$ cat src/rtl/counter_overflow.sv
// ============================================================================
// Module   : counter_overflow
// Brief    : Saturating up-counter with a sticky flag raised once count > i_LIM.
// Revision : 1.0 - initial release
// ============================================================================
`default_nettype none

module counter_overflow #(
    parameter int COUNTER_BITS = 32
) (
    input  wire logic                    i_CLK,
    input  wire logic                    i_RST,
    input  wire logic [COUNTER_BITS-1:0] i_LIM,
    output logic                         o_OVERFLOW
);

    localparam logic [COUNTER_BITS-1:0] c_CNT_MAX = '1;
    localparam logic [COUNTER_BITS-1:0] c_CNT_ONE = COUNTER_BITS'(1);

    logic [COUNTER_BITS-1:0] r_count;
    logic [COUNTER_BITS-1:0] w_next;
    logic                    w_exceed;

    // Holding at all-ones means an all-ones limit can never be exceeded.
    assign w_next   = (r_count == c_CNT_MAX) ? r_count : (r_count + c_CNT_ONE);
    assign w_exceed = (w_next > i_LIM);

    always_ff @(posedge i_CLK) begin
        if (i_RST) begin
            r_count    <= '0;
            o_OVERFLOW <= 1'b0;
        end else if (!o_OVERFLOW) begin
            r_count <= w_next;
            if (w_exceed) begin
                o_OVERFLOW <= 1'b1;
            end
        end
    end

endmodule

`default_nettype wire

$ cat config.mk
export PLATFORM = sky130hd
export DESIGN_NAME = counter_overflow
export DESIGN_NICKNAME = d
export VERILOG_FILES = /design/src/rtl/counter_overflow.sv
export SDC_FILE = /design/constraint.sdc
export NUM_CORES = 1
export LEC_CHECK = 0
export BUFFER_PORTS_ARGS = -buffer_cell sky130_fd_sc_hd__buf_2
export CORE_MARGIN = 5
export CORE_UTILIZATION = 54
export DETAILED_ROUTE_END_ITERATION = 8
export PLACE_DENSITY_LB_ADDON = 0.1
export SYNTH_ARGS = -nofsm -noshare
export SYNTH_HDL_FRONTEND = slang
export SYNTH_SLANG_ARGS = --single-unit
$ cat constraint.sdc
create_clock -name i_CLK -period 3.32 [get_ports i_CLK]
set_input_delay 0.996 -clock i_CLK [delete_from_list [all_inputs] [get_ports i_CLK]]
set_output_delay 0.996 -clock i_CLK [all_outputs]
set_load 0.01 [all_outputs]
## Word level (Yosys, flattened, before mapping)

Cells that the tools add are included.

| operators by class | value |
|---|---|
| equality and inequality tests | 1 |
| add/sub/neg operators | 1 |
| shift operators | 0 |
| div/mod/pow operators | 0 |
| magnitude comparators | 1 |
| multiplexer cells | 3 |
| multipliers | 0 |
| bitwise gates (word level) | 0 |
| reduce and logical (&&, ||, !) cells | 0 |

Operators with widths:

| cell | count |
|---|---|
| 32-bit by 1-bit adder with 32-bit output (second input constant) | 1 |
| 32-bit == test (second input constant) | 1 |
| 32-bit greater-than comparator | 1 |
| 32-bit two-way mux | 1 |
| 1-bit two-way mux | 2 |

| word-level totals | value |
|---|---|
| register bits after elaboration | 33 |
| latch bits | 0 |
| word-level logic and storage cells | 8 |
| memory bits (read-only) | 0 |
| RAM bits | 0 |
| input bits | 34 |
| memories kept | 0 |

## Logic depth before layout (Yosys ltp)

Gate-level depths: netlist (run 1).

| logic depth | value |
|---|---|
| depth in word-level cells | 5 |
| mapped depth | 15 |

## Worst setup path before layout (run 1)

Ideal clock, no wire load.

| path | value |
|---|---|
| path kind | reg-to-reg |
| start | register r_count[0] |
| end | register o_OVERFLOW |
| arrival time | 3,321 ps |
| setup time | 70 ps |
| setup slack | -71 ps |
| clock period less this slack | 3,391 ps |
| cell stages (with the launch flop) | 16 |
| required time | 3,250 ps |
| cell sequence | dfxtp_1 > ha_1 > nand3_1 > or3_1 > clkbuf_1 > nor4_4 > buf_4 > buf_4 > nor3_1 > xor2_1 > ha_1 > nand4_1 > nor4_1 > a21boi_0 > o31ai_1 > a21oi_1 |

| on the way | value |
|---|---|
| word-level cells in the longest chain between the ends | 5 |
| elaborated cells on any way between the ends | 6 |

RTL lines:

| what | line | text |
|---|---|---|
| start, declared | 20 | `logic [COUNTER_BITS-1:0] r_count;` |
| start signal, assigned | 33 | `r_count <= w_next;` |
| 32-bit by 1-bit adder with 32-bit output or 32-bit == test (tied branches) | 25 | `assign w_next = (r_count == c_CNT_MAX) ? r_count : (r_count + c_CNT_ONE);` |
| 32-bit two-way mux (*) | 25 |  |
| named net w_next[15] | 21 | `logic [COUNTER_BITS-1:0] w_next;` |
| 32-bit greater-than comparator (*) | 26 | `assign w_exceed = (w_next > i_LIM);` |
| 1-bit two-way mux (*) | 34 | `if (w_exceed) begin` |
| 1-bit two-way mux (*) | 32 | `end else if (!o_OVERFLOW) begin` |
| end signal, assigned | 31 | `o_OVERFLOW <= 1'b0;` |
| end signal, assigned | 35 | `o_OVERFLOW <= 1'b1;` |
| end, declared | 14 | `output logic o_OVERFLOW` |

The timed path passes the listed nets; every way through them passes the cells marked *.
A chain may end at the register's enable or synchronous reset.

## Worst setup path in the final report (run 1)

| path | value |
|---|---|
| start | register r_count[28] |
| end | register o_OVERFLOW |

| on the way | value |
|---|---|
| word-level cells in the longest chain between the ends | 5 |
| elaborated cells on any way between the ends | 6 |

RTL lines:

| what | line |
|---|---|
| 32-bit == test | 25 |
| 32-bit two-way mux | 25 |
| named net w_next[15] | 21 |
| 32-bit greater-than comparator | 26 |
| 1-bit two-way mux | 34 |
| 1-bit two-way mux | 32 |

The timed path passes the listed nets, and every way through them passes these cells.

==> results of run 1 <==
-- registers in the layout, indices dropped and copies added (netlist names) --
signal / flops
o_OVERFLOW: 1
r_count: 32
-- how the worst max path moves through the flow --
stage	end	slack [ns]	cells past startpoint
2_1_floorplan	o_OVERFLOW	0.0001	15
3_3_place_gp	o_OVERFLOW	0.04	12
3_5_place_dp	o_OVERFLOW	-0.05	12
4_1_cts	o_OVERFLOW	0.004	12
5_1_grt	o_OVERFLOW	-0.08	12
6_report	o_OVERFLOW	0.07	12
-- cell usage in the layout, fill, tap and decap left out, types with 8 or more instances in the layout --
cell type,netlist,layout
buf_2,4,35
nor3_1,21,20
nor2_1,28,28
mux2_2,10,9
inv_1,37,37
buf_4,5,54
nand2_1,15,15
nand4_1,10,10
or4_1,19,18
o31ai_1,19,18
dfxtp_1,33,29
a21oi_1,38,36
nand3_1,25,23
xor2_1,23,23
nor2b_1,8,8
ha_1,33,31
-- synthesized netlist by cell type (7+ instances only) --
master,number
inv_1,37
clkbuf_1,11
nor2b_1,8
nor3_1,21
dfxtp_1,33
nand3_1,25
nand2_1,15
or4_1,19
a21oi_1,38
nand4_1,10
xor2_1,23
ha_1,33
mux2_2,10
o21ai_0,7
nor2_1,28
o31ai_1,19
-- kinds of logic (layout without fill, tap and decap cells) --
group	count (synthesis)	in the layout	share of synthesized area
AO/OA/AOI/OAI	78	78	0.162
XOR/XNOR	28	28	0.0825
adder cells (fa/ha/maj)	33	33	0.139
buffers and inverters	57	141	0.0800
flip-flops	33	33	0.222
multiplexers	10	10	0.0379
AND/OR/NAND/NOR	150	150	0.277
-- what timing repair did --
action                                  4_1_cts  5_1_grt
buffers inserted                              4       10
resized for setup                             4       27
pin swaps                                     1       22
endpoints found under the setup margin        1        1
gates cloned                                  0        2
-- routing by layer --
| layer | share of wire | wire [um] | vias to the layer above | GRT usage |
|---|---|---|---|---|
| li1 | - | - | 1578 | - |
| met4 | 0.016 | 130 | 0 | 0.0570 |
| met5 | 0 | 0 | - | 0 |
| met1 | 0.48 | 3750 | 1452 | 0.291 |
| met3 | 0.024 | 186 | 18 | 0.0353 |
| met2 | 0.48 | 3820 | 41 | 0.357 |
-- power by group --
| part | switching [mW] | internal (mW) |
|---|---|---|
| Clock | 0.153 | 0.145 |
| Sequential | 0.00167 | 0.399 |
| Combinational | 0.0505 | 0.0499 |
-- per-stage QoR --
| step | util | std cells |
|---|---|---|
| 2_1_floorplan | - | 389 |
| 3_3_place_gp | 0.643 | 522 |
| 3_5_place_dp | 0.643 | 522 |
| 4_1_cts | 0.666 | 534 |
| 5_1_grt | 0.701 | 545 |
| 6_report | 0.701 | 545 |
-- area by class of cell --
type | count | area [um^2]
Clock buffer | 6 | 72.6
Sequential cell | 33 | 666
Inverter | 37 | 139
Multi-Input combinational cell | 299 | 2180
Clock inverter | 2 | 10.0
Fill cell | 487 | 1620
Tap cell | 72 | 90.1
Timing Repair Buffer | 96 | 659
-- critical path, stage by stage, from the launching register on --
cell	delay, ns
dfxtp_2	0.34
nand3_2	0.09
or4_4	0.57
nor4_4	0.40
buf_6	0.20
nor3_1	0.07
xor2_1	0.15
ha_1	0.30
nand4_1	0.19
nor4_2	0.38
a21boi_2	0.26
o31ai_2	0.11
a21oi_2	0.13
==> impl_metrics.ini, run 1 <==
[timing]
fmax_ghz = 0.308
fin_skew_ns = 0.00686
hold_ws_ns = 0.529
grt_setup_unrepaired = yes
layout_setup_ws_ns = 0.0695
min_period_ns = 3.25
slew_violations = 0
maxSlewHeadroom = 0.470
hold_violations = 0
fin_setup_tns_ns = 0
max_slew.worst_pin.slew_ns = 0.796
finalSetupViolations = 0
period_share = 0.979

[pwr]
power_density_nw_per_um2 = 210
leakage_nw = 1.84
finalPower_mw = 0.800
ir_drop_v = 0.000216

[clocking]
cts_max_level = 2
cts_buffers = 5
clock-sinks = 33
tritoncts = built
cts-root-buf = clkbuf_8
holdBufCountCts = 0
clkTransAtPathRegs_ns = 0.07
clock_path_buffers = 2
clock_latency_ns = 0.29

[drt]
first_iter_violations = 180
post_drt_wl_per_cell_um = 14.5
vias = 3089
detail-route-antenna-nets = 0
drc = 0
first_pass_iters = 4
vias_per_cell = 5.67
drt-total-wl_mm = 7.89

[synthesis]
synth_nets = 456
yosysSeqAreaShare = 0.222
syn_area_um2 = 2970
ys_types = 39
synth-edff-count = 0
yosys_warnings = 0
synthTopCellsByArea = dfxtp_1, ha_1, xor2_1
ys.flop_type = dfxtp_1
synth_area_per_cell_um2 = 7.64
synth-async-reset-ratio = 0
yosysTopAreaCellShare = 0.222
synth.largest_area_cell = dfxtp_1
synthCells = 389
synth_seq_cells = 33

[global_routing]
gr-total-overflow = 0
grt_pass1_vias = 2886
grt_pass1_wl_mm = 12.8
track_usage = 0.216
grt_max_degree = 42
antenna_found_initial = 0

[placement]
post-place-ws_ns = -0.0500
gp_congestion = 0.866
port_buffers = 34
dpl-instance-area_um2 = 3500
dp_hpwl_mm = 5.73

[finish]
drive_gt1_frac = 0.288
diodes = 0
stdcell_area_um2 = 3810
syn_to_final_growth_pct = 28.3
fin_nets = 539

[worst_setup_path]
cp.arrival_ns = 3.47
r2r_cells = 12
end_kind = flip-flop
cp.required_ns = 3.54
crit_type = flip-flop to flip-flop
r2r-start = r_count[28]
startpoint = r_count[28]
rrSetupSlack_ns = 0.07
r2r-end = o_OVERFLOW
crit_fanout = 7
cp-start-kind = flip-flop

[die]
die_y_um = 84.2
die_w_um = 84.2
die_area_um2 = 7090
rows = 27
start_util = 0.547
io_pins = 35
core-area_um2 = 5440

[hold_path]
hp-class = flip-flop to flip-flop
hold_end = r_count[12]
whs_path_depth = 2
hp-start = r_count[12]

[job]
cap_violations = 0

[run_status]
status = finished clean
Note: power is estimated with default switching activity, not from simulation.
==> run 2: changes to the inputs <==
PLACE_DENSITY = 0.78   (was default)
PLACE_DENSITY_LB_ADDON = default   (was 0.1)
==> impl_metrics.ini, run 2 (synthesized netlist as in run 1, its figures left out) <==
[clocking]
cts_buffers = 5
clkTransAtPathRegs_ns = 0.07
tritoncts = built
holdBufCountCts = 0
cts_max_level = 2
cts-root-buf = clkbuf_8
clock_latency_ns = 0.28
clock-sinks = 33
clock_path_buffers = 2

[drt]
wl_met2_mm = 3.80
top_layer = met4
post_drt_wl_per_cell_um = 14.4
drt-total-wl_mm = 7.75
vias_per_cell = 5.89
detail-route-antenna-nets = 0
first_iter_violations = 196
dr_wl_met3_um = 384
first_pass_iters = 5
vias = 3177
met1_length_mm = 3.31
drc = 0

[hold_path]
whs_path_depth = 2
hp-class = flip-flop to flip-flop
hold_end = r_count[6]
hp-start = r_count[6]

[pwr]
ir_drop_v = 0.000259
leakage_nw = 1.81
power_density_nw_per_um2 = 215
finalPower_mw = 0.813
seq_power_share = 0.493
clockPowerShare = 0.383
pwr-share-comb = 0.124
internal_power_mw = 0.614
p_sw_frac = 0.245
switchingPower_mw = 0.199

[timing]
fin_skew_ns = 0.00542
min_period_ns = 3.36
maxSlewHeadroom = 0.500
hold_violations = 0
grt_setup_unrepaired = yes
max_slew.worst_pin.slew_ns = 0.750
fmax_ghz = 0.297
period_share = 1.01
finalSetupViolations = 1
slew_violations = 0
layout_setup_ws_ns = -0.0430
fin_setup_tns_ns = -0.0430

[worst_setup_path]
path_buf_inv = 3
crit_type = flip-flop to flip-flop
r2r-end = o_OVERFLOW
cp_cell_sequence = nand3_2 > or4_4 > nor4_4 > buf_4 > buf_4 > nor4b_1 > xor2_1 > ha_1 > nand4_1 > nor3_2 > a2111oi_4 > buf_4 > a21oi_1
crit_top_cell = buf_4
crit_slowest_cell = or4_4
crit_family = simple AND/OR/NAND/NOR gates
cp-start-kind = flip-flop
slowest_delay_ns = 0.60
r2r-start = r_count[30]
cp.arrival_ns = 3.58
r2r_cells = 13
cp.required_ns = 3.54
crit_fanout = 5
rrSetupSlack_ns = -0.04
end_kind = flip-flop

[die]
die_y_um = 84.2
core-area_um2 = 5440
rows = 27
die_w_um = 84.2
start_util = 0.547
die_area_um2 = 7090
io_pins = 35

[job]
cap_violations = 0

[finish]
top_regs = r_count x32, o_OVERFLOW x1
drive_gt1_frac = 0.283
largest_reg_flops = 32
syn_to_final_growth_pct = 27.1
stdcell_area_um2 = 3780
diodes = 0
top_register = r_count
fin_nets = 534
layout_common_cells = buf_4, inv_1, a21oi_1, buf_2, ha_1
final_common_cell = buf_4

[global_routing]
antenna_found_initial = 0
grt_max_degree = 49
gr-total-overflow = 0
grt_pass1_wl_mm = 12.4
track_usage = 0.205
grt_pass1_vias = 2983

[placement]
dp_hpwl_mm = 5.53
gp_congestion = 0.854
dpl-instance-area_um2 = 3510
port_buffers = 34

[run_status]
status = complete, but fails checks
failed_checks = setup timing
==> run 2: repair_timing <==
action,4_1_cts,5_1_grt
pin swaps,1,20
gates cloned,0,1
buffers inserted,0,9
endpoints found under the setup margin,1,1
resized for setup,4,23
==> run 2: per-layer routing <==
| layer | GRT usage | vias to the layer above |
|---|---|---|
| met1 | 0.251 | 1483 |
| li1 | - | 1564 |
| met2 | 0.363 | 105 |
| met4 | 0.0643 | 0 |
| met3 | 0.0343 | 25 |
| met5 | 0 | - |
==> run 2: layout make-up <==
cell class              instances  area [um^2]
fillers                       453         1660
flip-flops and latches         33          666
clock buffers                   7         86.3
repair buffers                 91          622
multi-input cells             299         2180
well taps                      72         90.1
inverters                      37          139
==> run 2: worst register-to-register path, delay by kind of cell (launching register included) <==
family / cells / cell delay, ns
flops: 1 / 0.36
buf+inv: 3 / 0.49
compound gates: 2 / 0.23
simple gates: 6 / 1.74
fa+ha+maj: 1 / 0.33
xor+xnor: 1 / 0.16
==> run 2: worst max-delay path by stage <==
| stage | startpoint | to | slack (ns) | cells after the start |
|---|---|---|---|---|
| 5_1_grt | r_count[30] | o_OVERFLOW | -0.20 | 13 |
| 3_3_place_gp | r_count[1] | o_OVERFLOW | 0.06 | 14 |
| 2_1_floorplan | r_count[1] | o_OVERFLOW | 0.0001 | 15 |
| 4_1_cts | r_count[1] | o_OVERFLOW | 0.03 | 13 |
| 3_5_place_dp | r_count[1] | o_OVERFLOW | -0.003 | 14 |
| 6_report | r_count[30] | o_OVERFLOW | -0.04 | 13 |
==> run 2: per-stage QoR <==
| step | hold slack (ns) | utilization | worst slack, ns | std cells |
|---|---|---|---|---|
| floorplan | 0.467 | - | 0.000138 | 389 |
| global placement | 0.487 | 0.645 | 0.0634 | 522 |
| detailed placement | 0.501 | 0.645 | -0.00276 | 522 |
| CTS | 0.511 | 0.664 | 0.0342 | 529 |
| global route | 0.530 | 0.695 | -0.200 | 539 |
| finish | 0.502 | 0.695 | -0.0430 | 539 |
==> run 2: power groups by stage <==
stage	combinational [mW]	clock [mW]	sequential [mW]
2_1_floorplan	0.0527	0	0.411
3_3_place_gp	0.0887	0	0.410
3_5_place_dp	0.0934	0	0.410
4_1_cts	0.0942	0.315	0.401
5_1_grt	0.115	0.336	0.401
6_report	0.101	0.311	0.401
